--- src/rtl/potato1_loop_sequencer.sv ---
// Potato-1 loop sequencer: resolves "[" / "]" brackets, scans over skipped
// loop bodies with a nesting counter and drives the PC step strobes.
module potato1_loop_sequencer #(
    parameter int              DEPTH_W       = 4,
    parameter logic [3:0]      OP_LOOP_START = 4'hE,
    parameter logic [3:0]      OP_LOOP_END   = 4'hF
) (
    input  logic               clk,
    input  logic               rst,
    input  logic               instr_valid,
    input  logic [3:0]         instruction,
    input  logic               zeroflag,
    input  logic               iowait,
    output logic               exec_en,
    output logic               pc_inc,
    output logic               pc_dec,
    output logic               skipping,
    output logic [DEPTH_W-1:0] depth,
    output logic               err
);

    typedef enum logic [1:0] {
        RUN       = 2'd0,
        SKIP_FWD  = 2'd1,
        SKIP_BACK = 2'd2,
        ERROR     = 2'd3
    } state_t;

    localparam logic [DEPTH_W-1:0] DEPTH_ONE = DEPTH_W'(1);
    localparam logic [DEPTH_W-1:0] DEPTH_MAX = '1;

    state_t state;
    logic   step;
    logic   is_start;
    logic   is_end;

    // rst also suppresses the strobes so a reset cycle never moves the PC
    assign step     = instr_valid && !iowait && !rst;
    assign is_start = (instruction == OP_LOOP_START);
    assign is_end   = (instruction == OP_LOOP_END);
    assign skipping = (state == SKIP_FWD) || (state == SKIP_BACK);

    always_comb begin
        exec_en = 1'b0;
        pc_inc  = 1'b0;
        pc_dec  = 1'b0;
        if (step) begin
            case (state)
                RUN: begin
                    if (is_start && zeroflag) begin
                        pc_inc = 1'b1;
                    end else if (is_end && !zeroflag) begin
                        pc_dec = 1'b1;
                    end else begin
                        exec_en = 1'b1;
                        pc_inc  = 1'b1;
                    end
                end
                SKIP_FWD: pc_inc = 1'b1;
                SKIP_BACK: begin
                    if (is_start && depth == DEPTH_ONE) begin
                        pc_inc = 1'b1;
                    end else begin
                        pc_dec = 1'b1;
                    end
                end
                default: ;
            endcase
        end
    end

    always_ff @(posedge clk) begin
        if (rst) begin
            state <= RUN;
            depth <= '0;
            err   <= 1'b0;
        end else if (instr_valid && !iowait) begin
            case (state)
                RUN: begin
                    if (is_start && zeroflag) begin
                        state <= SKIP_FWD;
                        depth <= DEPTH_ONE;
                    end else if (is_end && !zeroflag) begin
                        state <= SKIP_BACK;
                        depth <= DEPTH_ONE;
                    end
                end
                SKIP_FWD: begin
                    if (is_start) begin
                        if (depth == DEPTH_MAX) begin
                            state <= ERROR;
                            err   <= 1'b1;
                        end else begin
                            depth <= depth + DEPTH_ONE;
                        end
                    end else if (is_end) begin
                        if (depth == DEPTH_ONE) begin
                            state <= RUN;
                            depth <= '0;
                        end else begin
                            depth <= depth - DEPTH_ONE;
                        end
                    end
                end
                SKIP_BACK: begin
                    // mirror image of the forward scan: "]" nests, "[" unwinds
                    if (is_end) begin
                        if (depth == DEPTH_MAX) begin
                            state <= ERROR;
                            err   <= 1'b1;
                        end else begin
                            depth <= depth + DEPTH_ONE;
                        end
                    end else if (is_start) begin
                        if (depth == DEPTH_ONE) begin
                            state <= RUN;
                            depth <= '0;
                        end else begin
                            depth <= depth - DEPTH_ONE;
                        end
                    end
                end
                default: ;
            endcase
        end
    end

endmodule
--- config.mk ---
export PLATFORM = sky130hd
export DESIGN_NAME = potato1_loop_sequencer
export DESIGN_NICKNAME = d
export VERILOG_FILES = /design/src/rtl/potato1_loop_sequencer.sv
export SDC_FILE = /design/constraint.sdc
export NUM_CORES = 1
export LEC_CHECK = 0
export ABC_AREA = 1
export BUFFER_PORTS_ARGS = -buffer_cell sky130_fd_sc_hd__buf_2
export CORE_MARGIN = 8
export CORE_UTILIZATION = 45
export CTS_CLUSTER_DIAMETER = 50
export DETAILED_ROUTE_END_ITERATION = 8
export HOLD_SLACK_MARGIN = 0.02
export PLACE_DENSITY = 0.68
export SKIP_CTS_REPAIR_TIMING = 1
export SYNTH_ARGS = -nofsm -noshare
export SYNTH_HDL_FRONTEND = slang
export SYNTH_SLANG_ARGS = --single-unit
--- constraint.sdc ---
create_clock -name clk -period 1.7 [get_ports clk]
set_input_delay 0.085 -clock clk [delete_from_list [all_inputs] [get_ports clk]]
set_output_delay 0.085 -clock clk [all_outputs]
set_load 0.05 [all_outputs]
# Yosys cells after proc, flatten, opt, wreduce, memory -nomap -nowiden
# Cells that the tools add are included.
[word_totals]
input_bits = 9
reg_bits = 7
output_inout_bits = 9
wordCells = 65
[classes]
n_eq_ne = 11
addsub = 2
n_reduce_logical = 14
mux = 35
[ops]
columns = ["op", "n"]
rows = [
  ["4-bit 2-to-1 mux", 8],
  ["2-bit 2-to-1 mux", 8],
  ["1-bit 2-to-1 mux", 14],
  ["4-bit == test (second input constant)", 3],
  ["4-bit one-hot mux with 3 select lines", 1],
  ["3-bit != test (second input constant)", 3],
  ["2-bit one-hot mux with 3 select lines", 1],
  ["1-bit logical AND", 5],
  ["5-bit AND reduction", 1],
  ["4-bit by 1-bit adder with 4-bit output (second input constant)", 1],
  ["4-bit by 1-bit == test with 1-bit output (second input constant)", 1],
  ["2-bit != test (second input constant)", 2],
  ["1-bit one-hot mux with 2 select lines", 2],
  ["4-bit AND reduction", 1],
  ["4-bit by 1-bit subtractor with 4-bit output (second input constant)", 1],
  ["1-bit zero test", 3],
  ["1-bit one-hot mux with 3 select lines", 1],
  ["3-bit nonzero test", 1],
  ["2-bit by 1-bit == test with 1-bit output (second input constant)", 1],
  ["2-bit == test (second input constant)", 1],
  ["2-bit zero test", 1],
  ["2-bit nonzero test", 1],
  ["1-bit logical OR", 1],
]

# Depth between registers and ports, before layout
# Gate-level depths: netlist of run 1.
[depth]
depth_word = 6
ltp_mapped = 11
mapped_depth_nobuf = 11

# Least setup slack after synthesis of run 1
# No wires, ideal clock.
[synth_timing]
path_kind = "register -> output"
from = "register depth[1]"
to = "output port pc_dec"
path_buffers = 0
t_arrival_ns = 2.006
required_ns = 1.615
slack_ns = -0.391
path_stages_with_launch = 6
path_cell_list = "dfxtp_1 > inv_1 > ha_1 > nand3_2 > o21ai_0 > a21oi_1"
[synth_via]
elab_chain_len = 5
[synth_rtl]
columns = ["item", "line", "rtl"]
rows = [
  ["start: declaration", "18", "output logic [DEPTH_W-1:0] depth,"],
  ["start signal: assignment", "94", "depth <= depth + DEPTH_ONE;"],
  ["start signal: assignment", "101", "depth <= depth - DEPTH_ONE;"],
  ["start signal: assignment", "112", "depth <= depth + DEPTH_ONE;"],
  ["4-bit by 1-bit == test with 1-bit output", "61", "if (is_start && depth == DEPTH_ONE) begin"],
  ["1-bit logical AND", "61", ""],
  ["1-bit 2-to-1 mux", "61", ""],
  ["1-bit one-hot mux with 2 select lines", "48", "case (state)"],
  ["1-bit 2-to-1 mux", "47", "if (step) begin"],
  ["end: declaration", "16", "output logic pc_dec,"],
]
# Every way passes these cells.

# Final worst setup path of run 1
[layout_timing]
from = "register state[0]"
to = "output port pc_inc"
[layout_via]
elab_chain_len = 3
word_cells_on_any_way = 5
classes_between = "eq/ne (2); mux (2); reduce/logical (1)"
[layout_rtl]
columns = ["item", "line", "rtl"]
rows = [
  ["start: declaration", "32", "state_t state;"],
  ["start signal: assignment", "74", "state <= RUN;"],
  ["start signal: assignment", "81", "state <= SKIP_FWD;"],
  ["start signal: assignment", "84", "state <= SKIP_BACK;"],
  ["2-bit == test, or another cell as far along", "48", ""],
  ["1-bit one-hot mux with 3 select lines (*)", "48", ""],
  ["1-bit 2-to-1 mux (*)", "47", ""],
  ["end: declaration", "15", "output logic pc_inc,"],
]
# Mark *: on every way between the ends. The rest lies on a longest branch, timed or not.

==> impl_metrics.env, run 1 <==
export IMPL_status="finished, final reports clean"
export IMPL_fp_dieH_um=58.3
export IMPL_post_route_period_util_pct=95.6
export IMPL_grt_remaining_overflow=0
export IMPL_grt_util_all_layers_pct=12.7
export IMPL_hold_depth=2
export IMPL_antenna_found_initial=0
export IMPL_met1_usage_pct=15.8
export IMPL_yosysTopAreaCellShare_pct=18.6
export IMPL_remaining_drc_errors=0
export IMPL_cts_buffers=3
export IMPL_io_pins=18
export IMPL_final_hold_violation_count=0
export IMPL_p_leak_nw=0.519
export IMPL_yosysSeqAreaShare_pct=17.4
export IMPL_nNetsFinal=176
export IMPL_finalPower_w=0.000447
export IMPL_busiest_layer="met2"
export IMPL_drtAntennaViolNets=0
export IMPL_netlist_area_um2=806
export IMPL_hpwl_mm=1.71
export IMPL_synthFlopType="dfxtp_1"
export IMPL_start_kind="flip-flop"
export IMPL_hold_path_class="in -> reg"
export IMPL_worstPathMaxFanout=4
export IMPL_setup_viol=0
export IMPL_fp_row_count=15
export IMPL_wire_per_inst_um=11.6
export IMPL_critPathKind="reg -> out"
export IMPL_cts_tree="built"
export IMPL_yosys_area_share_simple_pct=50.6
export IMPL_synth_top_cell_by_area="nand2_1"
export IMPL_synth_xor_area_share_pct=1.09
export IMPL_async_flop_share_pct=0
export IMPL_clock_latency_ns=0.24
export IMPL_htreeDepth=1
export IMPL_crit_arrival_ns=1.54
export IMPL_synth_compound_area_share_pct=11.0
export IMPL_fin_crit_ns=1.63
export IMPL_grt_max_degree=9
export IMPL_tightestPinTransition_ns=0.306
export IMPL_yosysWarnings=0
export IMPL_die_w_um=58.3
export IMPL_irDropWorstVdd_mv=0.413
export IMPL_yosys_area_share_adder_pct=10.9
export IMPL_area_growth_pct=33.9
export IMPL_viasPerCell=4.82
export IMPL_utilization_pct=63.2
export IMPL_dieArea_mm2=0.00340
export IMPL_wirelength_mm=2.13
export IMPL_drive_above_1_share_pct=35.2
export IMPL_ys_ff_latch=7
export IMPL_port_buffers=17
export IMPL_skew_ns=0.00710
export IMPL_syn_instance_count=133
export IMPL_powerDensity_mw_per_mm2=415
export IMPL_max_freq_mhz=615
export IMPL_grt_pass1_vias=822
export IMPL_grt_pass1_wl_mm=3.49
export IMPL_grt_use_met3_pct=2.17
export IMPL_end_kind="primary output"
export IMPL_synthTopCellsByArea="nand2_1 (19%), dfxtp_1 (17%), ha_1 (11%)"
export IMPL_coreArea_mm2=0.00171
export IMPL_fill_cells=155
export IMPL_synth_edff_count=0
export IMPL_antenna_cells=0
export IMPL_cts_reportedPaths_clkPinSlew_ns=0.05
export IMPL_gp_congestion=0.893
export IMPL_muxShareOfSynthArea_pct=0
export IMPL_avgSynthCellArea_um2=6.06
export IMPL_initial_core_util_pct=47.2
export IMPL_drtIter0Drc=16
export IMPL_drt_pass1_iter_count=4
export IMPL_clockBufferDepth=2
export IMPL_vias=887
export IMPL_crit_required_ns=1.62
export IMPL_cts_sink_count=7
export IMPL_grt_use_met2_pct=20.6
export IMPL_maxCapViolations=0
export IMPL_synth_top_family_by_area="simple AND/OR/NAND/NOR gates"
export IMPL_cts_root_buf="clkbuf_4"
export IMPL_synth_distinct_cells=25
export IMPL_r2r_cells=11
export IMPL_maxSlewViolCount=0
export IMPL_slew_headroom_pct=79.6
export IMPL_syn_nets=149
stage by stage:
step                setup TNS, ns  setup WS [ns]  instances  cell area (um2)  hold slack, ns
floorplan                 -0.0200        -0.0200        133              822           0.147
finish                          0         0.0743        184             1080          0.0657
global route             -0.00335       -0.00335        184             1080          0.0638
global placement                0          0.121        178              963           0.311
CTS                        -0.128        -0.0660        182              990          0.0632
detailed placement              0         0.0759        178              963           0.323
flip-flops by register name, summed over array words and instances (netlist names):
| register | cells |
|---|---|
| state | 2 |
| depth | 4 |
| err | 1 |
power breakdown:
group / switching, W / internal (W)
sequential: 0.00000453 / 0.000165
combinational: 0.0000845 / 0.0000495
clock: 0.0000548 / 0.0000891
path summary, 6_finish.rpt:
| path | slack [ns] | startpoint | endpoint |
|---|---|---|---|
| max | 0.07 | state[0]$_SDFFE_PP0P_ | pc_inc |
| min reg2reg | 0.49 | err$_SDFFE_PP0P_ | err$_SDFFE_PP0P_ |
| max reg2reg | 0.12 | state[1]$_SDFFE_PP0P_ | state[1]$_SDFFE_PP0P_ |
| min | 0.07 | rst | depth[1]$_SDFFE_PP0P_ |
cell usage in the layout, fill, tap and decap left out, types with 2 or more instances in the layout:
master / instances
inv_2: 6
nor2_1: 13
nand2_1: 40
buf_4: 6
ha_1: 4
a21oi_1: 8
dfxtp_2: 2
nor2_4: 3
dfxtp_1: 3
nand3_1: 14
nand2_2: 3
buf_2: 15
dfxtp_4: 2
inv_1: 10
buf_6: 2
o21ai_1: 2
clkbuf_4: 3
nand3_2: 3
ha_4: 3
cell usage after synthesis, drive strengths merged (4+ instances only):
master,number
nand3,18
dfxtp,7
o21ai,4
nand2,44
a21oi,10
ha,7
nor2,16
inv,17
critical path, cell delays in order (launching register included):
cell     delay [ns]
dfxtp_4        0.37
inv_4          0.05
ha_4           0.15
buf_6          0.11
nor3b_2        0.14
o31ai_1        0.24
inv_1          0.08
buf_6          0.15
area by class of cell:
type	instances	area [um2]	area share (%)
Clock buffer	4	26.3	2.44
Inverter	18	70.1	6.50
Multi-Input combinational cell	107	658	61.0
Sequential cell	7	150	13.9
Tap cell	25	31.3	2.90
Timing Repair Buffer	23	143	13.2
layer usage:
layer,up-vias,share of wire [%]
met5,-,0
met4,0,0.38
met3,2,3.4
met2,20,51
met1,383,45
li1,482,-
logic make-up (layout without fill, tap and decap cells):
| family | after synthesis | after routing |
|---|---|---|
| compound gates | 16 | 16 |
| xor+xnor | 1 | 1 |
| fa+ha+maj | 7 | 7 |
| buf+inv | 19 | 45 |
| flops | 7 | 7 |
| simple gates | 83 | 83 |
No activity file was read; power rests on OpenSTA's default activity.
==> run 2, diff against run 1 <==
REMOVE_ABC_BUFFERS = 1   (was unset)
==> run 2 against run 1 <==
Cell area fell by 6.6%. Wire length fell by 4.3%. Maximum frequency fell by 1.9%. Clock skew fell by 0.0041 ns. Register-to-register slack improved by 0.03 ns. Power fell by 2.3%. Die area did not move. Worst hold slack improved by 0.012 ns. Global-route usage fell by 0.76 points. Largest power group unchanged.
==> impl_metrics.env, run 2 (synthesis gave the netlist of run 1 again) <==
export IMPL_status="finished, final reports clean"
export IMPL_final_cell_mix="nand2_1 (40), nand3_1 (14), buf_2 (14), nor2_1 (13), inv_1 (11)"
export IMPL_largest_registers="depth: 4 flops, state: 2 flops, err: 1 flops"
export IMPL_coreArea_mm2=0.00171
export IMPL_fin_setup_tns_ns=0
export IMPL_dieArea_mm2=0.00340
export IMPL_grt_util_all_layers_pct=11.9
export IMPL_busiest_layer="met2"
export IMPL_cpMaxStageDelayCell="dfxtp_2"
export IMPL_worst_path_most_repeated_cell="inv_1"
export IMPL_grt_max_degree=11
export IMPL_post_route_period_util_pct=97.4
export IMPL_tightestPinTransition_ns=0.311
export IMPL_powerDensity_mw_per_mm2=434
export IMPL_crit_required_ns=1.62
export IMPL_hold_path_class="in -> reg"
export IMPL_area_growth_pct=25.0
export IMPL_antenna_cells=0
export IMPL_maxCapViolations=0
export IMPL_grt_pass1_vias=797
export IMPL_p_leak_nw=0.504
export IMPL_critPathKind="reg -> out"
export IMPL_io_pins=18
export IMPL_fin_crit_ns=1.66
export IMPL_largest_register_ffs=4
export IMPL_vias=897
export IMPL_skew_ns=0.00297
export IMPL_worstPathMaxFanout=5
export IMPL_nNetsFinal=175
export IMPL_final_common_cell="nand2_1"
export IMPL_whs_ns=0.0777
export IMPL_die_w_um=58.3
export IMPL_rsz0062_at_grt="yes"
export IMPL_utilization_pct=59.0
export IMPL_remaining_drc_errors=0
export IMPL_met1_usage_pct=14.8
export IMPL_htreeDepth=1
export IMPL_cts_tree="built"
export IMPL_cts_buffers=3
export IMPL_crit_arrival_ns=1.57
export IMPL_drtAntennaViolNets=0
export IMPL_grt_use_met2_pct=20.3
export IMPL_crit_family="buffers and inverters"
export IMPL_irDropWorstVdd_mv=0.399
export IMPL_placed_cell_area_um2=947
export IMPL_slew_headroom_pct=79.2
export IMPL_finalPower_w=0.000437
export IMPL_drtIter0Drc=35
export IMPL_final_hold_violation_count=0
export IMPL_fp_dieH_um=58.3
export IMPL_max_stage_delay_ns=0.33
export IMPL_fp_row_count=15
export IMPL_design_area_mm2=0.00101
export IMPL_antenna_found_initial=0
export IMPL_grt_pass1_wl_mm=3.35
export IMPL_cts_sink_count=7
export IMPL_port_buffers=17
export IMPL_initial_core_util_pct=47.2
export IMPL_drive_above_1_share_pct=31.6
export IMPL_grt_remaining_overflow=0
export IMPL_setup_viol=0
export IMPL_cts_reportedPaths_clkPinSlew_ns=0.05
export IMPL_end_kind="primary output"
export IMPL_grt_use_met3_pct=1.96
export IMPL_wire_per_inst_um=11.1
export IMPL_maxSlewViolCount=0
export IMPL_drt_pass1_iter_count=4
export IMPL_hpwl_mm=1.68
export IMPL_clock_latency_ns=0.24
export IMPL_clockBufferDepth=2
export IMPL_top_register="depth"
export IMPL_start_kind="flip-flop"
export IMPL_viasPerCell=4.90
export IMPL_critPathBufInv=4
export IMPL_wirelength_mm=2.04
export IMPL_max_freq_mhz=604
export IMPL_gp_congestion=0.891
export IMPL_path_cells="inv_1 -> ha_2 -> buf_4 -> nor3b_2 -> o31ai_1 -> inv_1 -> buf_6"
export IMPL_cts_root_buf="clkbuf_4"
==> run 2: per-layer routing <==
| metal | wire length [um] | vias up | share of wire [%] |
|---|---|---|---|
| met5 | 0 | - | 0 |
| li1 | - | 476 | - |
| met4 | 0 | 0 | 0 |
| met2 | 1040 | 20 | 51 |
| met3 | 82 | 0 | 4.0 |
| met1 | 916 | 401 | 45 |
==> run 2: layout make-up <==
| class | instances | area, um2 |
|---|---|---|
| Inverter | 18 | 67.6 |
| Clock buffer | 4 | 26.3 |
| Timing Repair Buffer | 22 | 134 |
| Fill cell | 163 | 701 |
| Tap cell | 25 | 31.3 |
| Multi-Input combinational cell | 107 | 601 |
| Sequential cell | 7 | 148 |
==> run 2: through the flow <==
| step | instances | worst slack (ns) |
|---|---|---|
| after floorplan | 132 | -0.391 |
| after global placement | 178 | 0.155 |
| after detailed placement | 178 | 0.107 |
| after CTS | 182 | -0.131 |
| after global routing | 183 | -0.0270 |
| final | 183 | 0.0434 |
==> run 2: power breakdown <==
part,internal [W],switching [W],total [W]
logic,0.0000449,0.0000804,0.000125
registers,0.000166,0.00000323,0.000169
clock network,0.0000891,0.0000535,0.000143
total,0.000300,0.000137,0.000437
==> run 2: final timing paths <==
path	endpoint	depth (start not counted)	slack, ns	from
worst max-delay path	pc_inc	7	0.04	state[0]$_SDFFE_PP0P_
worst min-delay path	depth[2]$_SDFFE_PP0P_	2	0.08	rst
worst max register to register	depth[1]$_SDFFE_PP0P_	10	0.15	state[0]$_SDFFE_PP0P_
worst min register to register	err$_SDFFE_PP0P_	1	0.48	err$_SDFFE_PP0P_
==> run 3, diff against run 2 <==
CORE_ASPECT_RATIO = 1.75   (was unset)
CORE_UTILIZATION = 35   (was 45)
PLACE_DENSITY = unset   (was 0.68)
clock period = 2.15 ns   (was 1.7 ns; I/O delays follow)
==> run 3 against run 2 <==
Via count increased by 0.67%. Non-clock buffer count is 5 lower. Worst hold slack improved by 0.039 ns. Critical path type unchanged. Largest cell class unchanged.
==> impl_metrics.env, run 3 (synthesis gave the netlist of run 1 again) <==
export IMPL_status="finished, final reports clean"
export IMPL_max_freq_mhz=555
export IMPL_setup_viol=0
export IMPL_busiest_layer="met2"
export IMPL_remaining_drc_errors=0
export IMPL_die_w_um=52.3
export IMPL_hpwl_mm=1.93
export IMPL_start_kind="flip-flop"
export IMPL_placed_cell_area_um2=917
export IMPL_grt_use_met2_pct=23.7
export IMPL_wire_per_inst_um=13.5
export IMPL_antenna_found_initial=0
export IMPL_final_cell_mix="nand2_1 (40), buf_2 (17), nand3_1 (14), nor2_1 (13), inv_1 (12)"
export IMPL_end_kind="primary output"
export IMPL_hold_path_class="in -> reg"
export IMPL_grt_max_degree=11
export IMPL_drtIter0Drc=21
export IMPL_cts_tree="built"
export IMPL_drtAntennaViolNets=0
export IMPL_cts_buffers=3
export IMPL_grt_pass1_vias=891
export IMPL_cp_depth=6
export IMPL_path_cells="ha_1 -> nand3_2 -> nor3b_1 -> o31ai_1 -> inv_1 -> buf_2"
export IMPL_gp_congestion=0.899
export IMPL_area_growth_pct=19.4
export IMPL_viasPerCell=5.07
export IMPL_p_leak_nw=0.484
export IMPL_hold_start="rst"
export IMPL_htreeDepth=1
export IMPL_skew_ns=0.00839
export IMPL_grt_util_all_layers_pct=12.2
export IMPL_fill_cells=259
export IMPL_met1_usage_pct=11.5
export IMPL_hold_depth=2
export IMPL_fin_crit_ns=1.80
export IMPL_post_route_period_util_pct=83.9
export IMPL_design_area_um2=962
export IMPL_critPathBufInv=2
export IMPL_rsz0062_at_grt="no"
export IMPL_top_register="depth"
export IMPL_cts_root_buf="clkbuf_8"
export IMPL_rr_startpoint="state[0]$_SDFFE_PP0P_"
export IMPL_powerDensity_mw_per_mm2=431
export IMPL_cpMaxStageDelayCell="dfxtp_1"
export IMPL_ff_latch_area_um2=140
export IMPL_worstPathMaxFanout=8
export IMPL_critPathKind="reg -> out"
export IMPL_largest_register_ffs=4
export IMPL_grt_remaining_overflow=0
export IMPL_irDropWorstVdd_mv=0.266
export IMPL_cts_sink_count=7
export IMPL_fin_setup_tns_ns=0
export IMPL_dieArea_mm2=0.00415
export IMPL_largest_registers="depth: 4 flops, state: 2 flops, err: 1 flops"
export IMPL_r2r_cells=10
export IMPL_grt_pass1_wl_mm=3.95
export IMPL_tightestPinTransition_ns=0.395
export IMPL_max_stage_delay_ns=0.48
export IMPL_clock_latency_ns=0.23
export IMPL_vias=903
export IMPL_fp_row_count=23
export IMPL_slew_headroom_pct=73.7
export IMPL_drt_pass1_iter_count=4
export IMPL_io_pins=18
export IMPL_final_hold_violation_count=0
export IMPL_grt_use_met3_pct=2.43
export IMPL_antenna_cells=0
export IMPL_reg2reg_slack_ns=0.40
export IMPL_hold_path_endpoint="depth[3]$_SDFFE_PP0P_"
export IMPL_setup_slack_ns=0.347
export IMPL_coreArea_mm2=0.00224
export IMPL_finalPower_w=0.000415
export IMPL_nNetsFinal=170
export IMPL_maxCapViolations=0
export IMPL_crit_arrival_ns=1.70
export IMPL_drive_above_1_share_pct=24.8
export IMPL_crit_required_ns=2.04
export IMPL_cts_reportedPaths_clkPinSlew_ns=0.04
export IMPL_final_common_cell="nand2_1"
export IMPL_fp_dieH_um=79.5
export IMPL_maxSlewViolCount=0
export IMPL_initial_core_util_pct=35.9
export IMPL_crit_family="flip-flops"
export IMPL_multiInputGateArea_um2=593
export IMPL_clockBufferDepth=2
export IMPL_regToRegEndpoint="depth[1]$_SDFFE_PP0P_"
export IMPL_dp_slack_ns=0.433
export IMPL_port_buffers=17
export IMPL_wirelength_mm=2.41
==> run 3: through the flow <==
step	std cells	util (%)	hold WS [ns]
floorplan	132	-	0.177
global placement	174	40.9	0.362
detailed placement	174	40.9	0.359
CTS	178	42.9	0.116
global route	178	42.9	0.120
finish	178	42.9	0.117
==> run 3: layout make-up <==
type / count / share of cell area (%)
Multi-Input combinational cell: 107 / 61.6
Inverter: 18 / 7.02
Timing Repair Buffer: 17 / 8.84
Clock buffer: 4 / 4.68
Sequential cell: 7 / 14.6
Tap cell: 25 / 3.25
==> run 3: per-layer routing <==
layer | wire [um] | up-vias
li1 | - | 469
met1 | 885 | 403
met2 | 1390 | 27
met3 | 97 | 4
met4 | 41 | 0
met5 | 0 | -
==> run 3: worst max-delay path by stage <==
stage / startpoint / endpoint / slack [ns]
6_report: depth[0]$_SDFFE_PP0P_ / pc_inc / 0.35
5_1_grt: state[0]$_SDFFE_PP0P_ / depth[1]$_SDFFE_PP0P_ / 0.22
4_1_cts: depth[0]$_SDFFE_PP0P_ / pc_inc / 0.35
3_5_place_dp: state[0]$_SDFFE_PP0P_ / depth[1]$_SDFFE_PP0P_ / 0.43
3_3_place_gp: state[0]$_SDFFE_PP0P_ / state[1]$_SDFFE_PP0P_ / 0.47
2_1_floorplan: depth[1]$_SDFFE_PP0P_ / pc_dec / 0.04
==> run 3: report_power, final <==
part	switching, W	leakage (nW)	internal, W
sequential	0.00000285	0.0564	0.000132
combinational	0.0000636	0.405	0.0000293
clock	0.0000584	0.0228	0.000128
==> run 3: worst reg2reg max path, cell delays in order, from the launching register on <==
cell	delay [ns]
dfxtp_1	0.40
inv_1	0.11
ha_1	0.40
inv_1	0.14
nand2_1	0.09
nand3_2	0.08
inv_2	0.09
nand2_4	0.08
nor2_4	0.10
nand2_1	0.06
a21oi_1	0.13
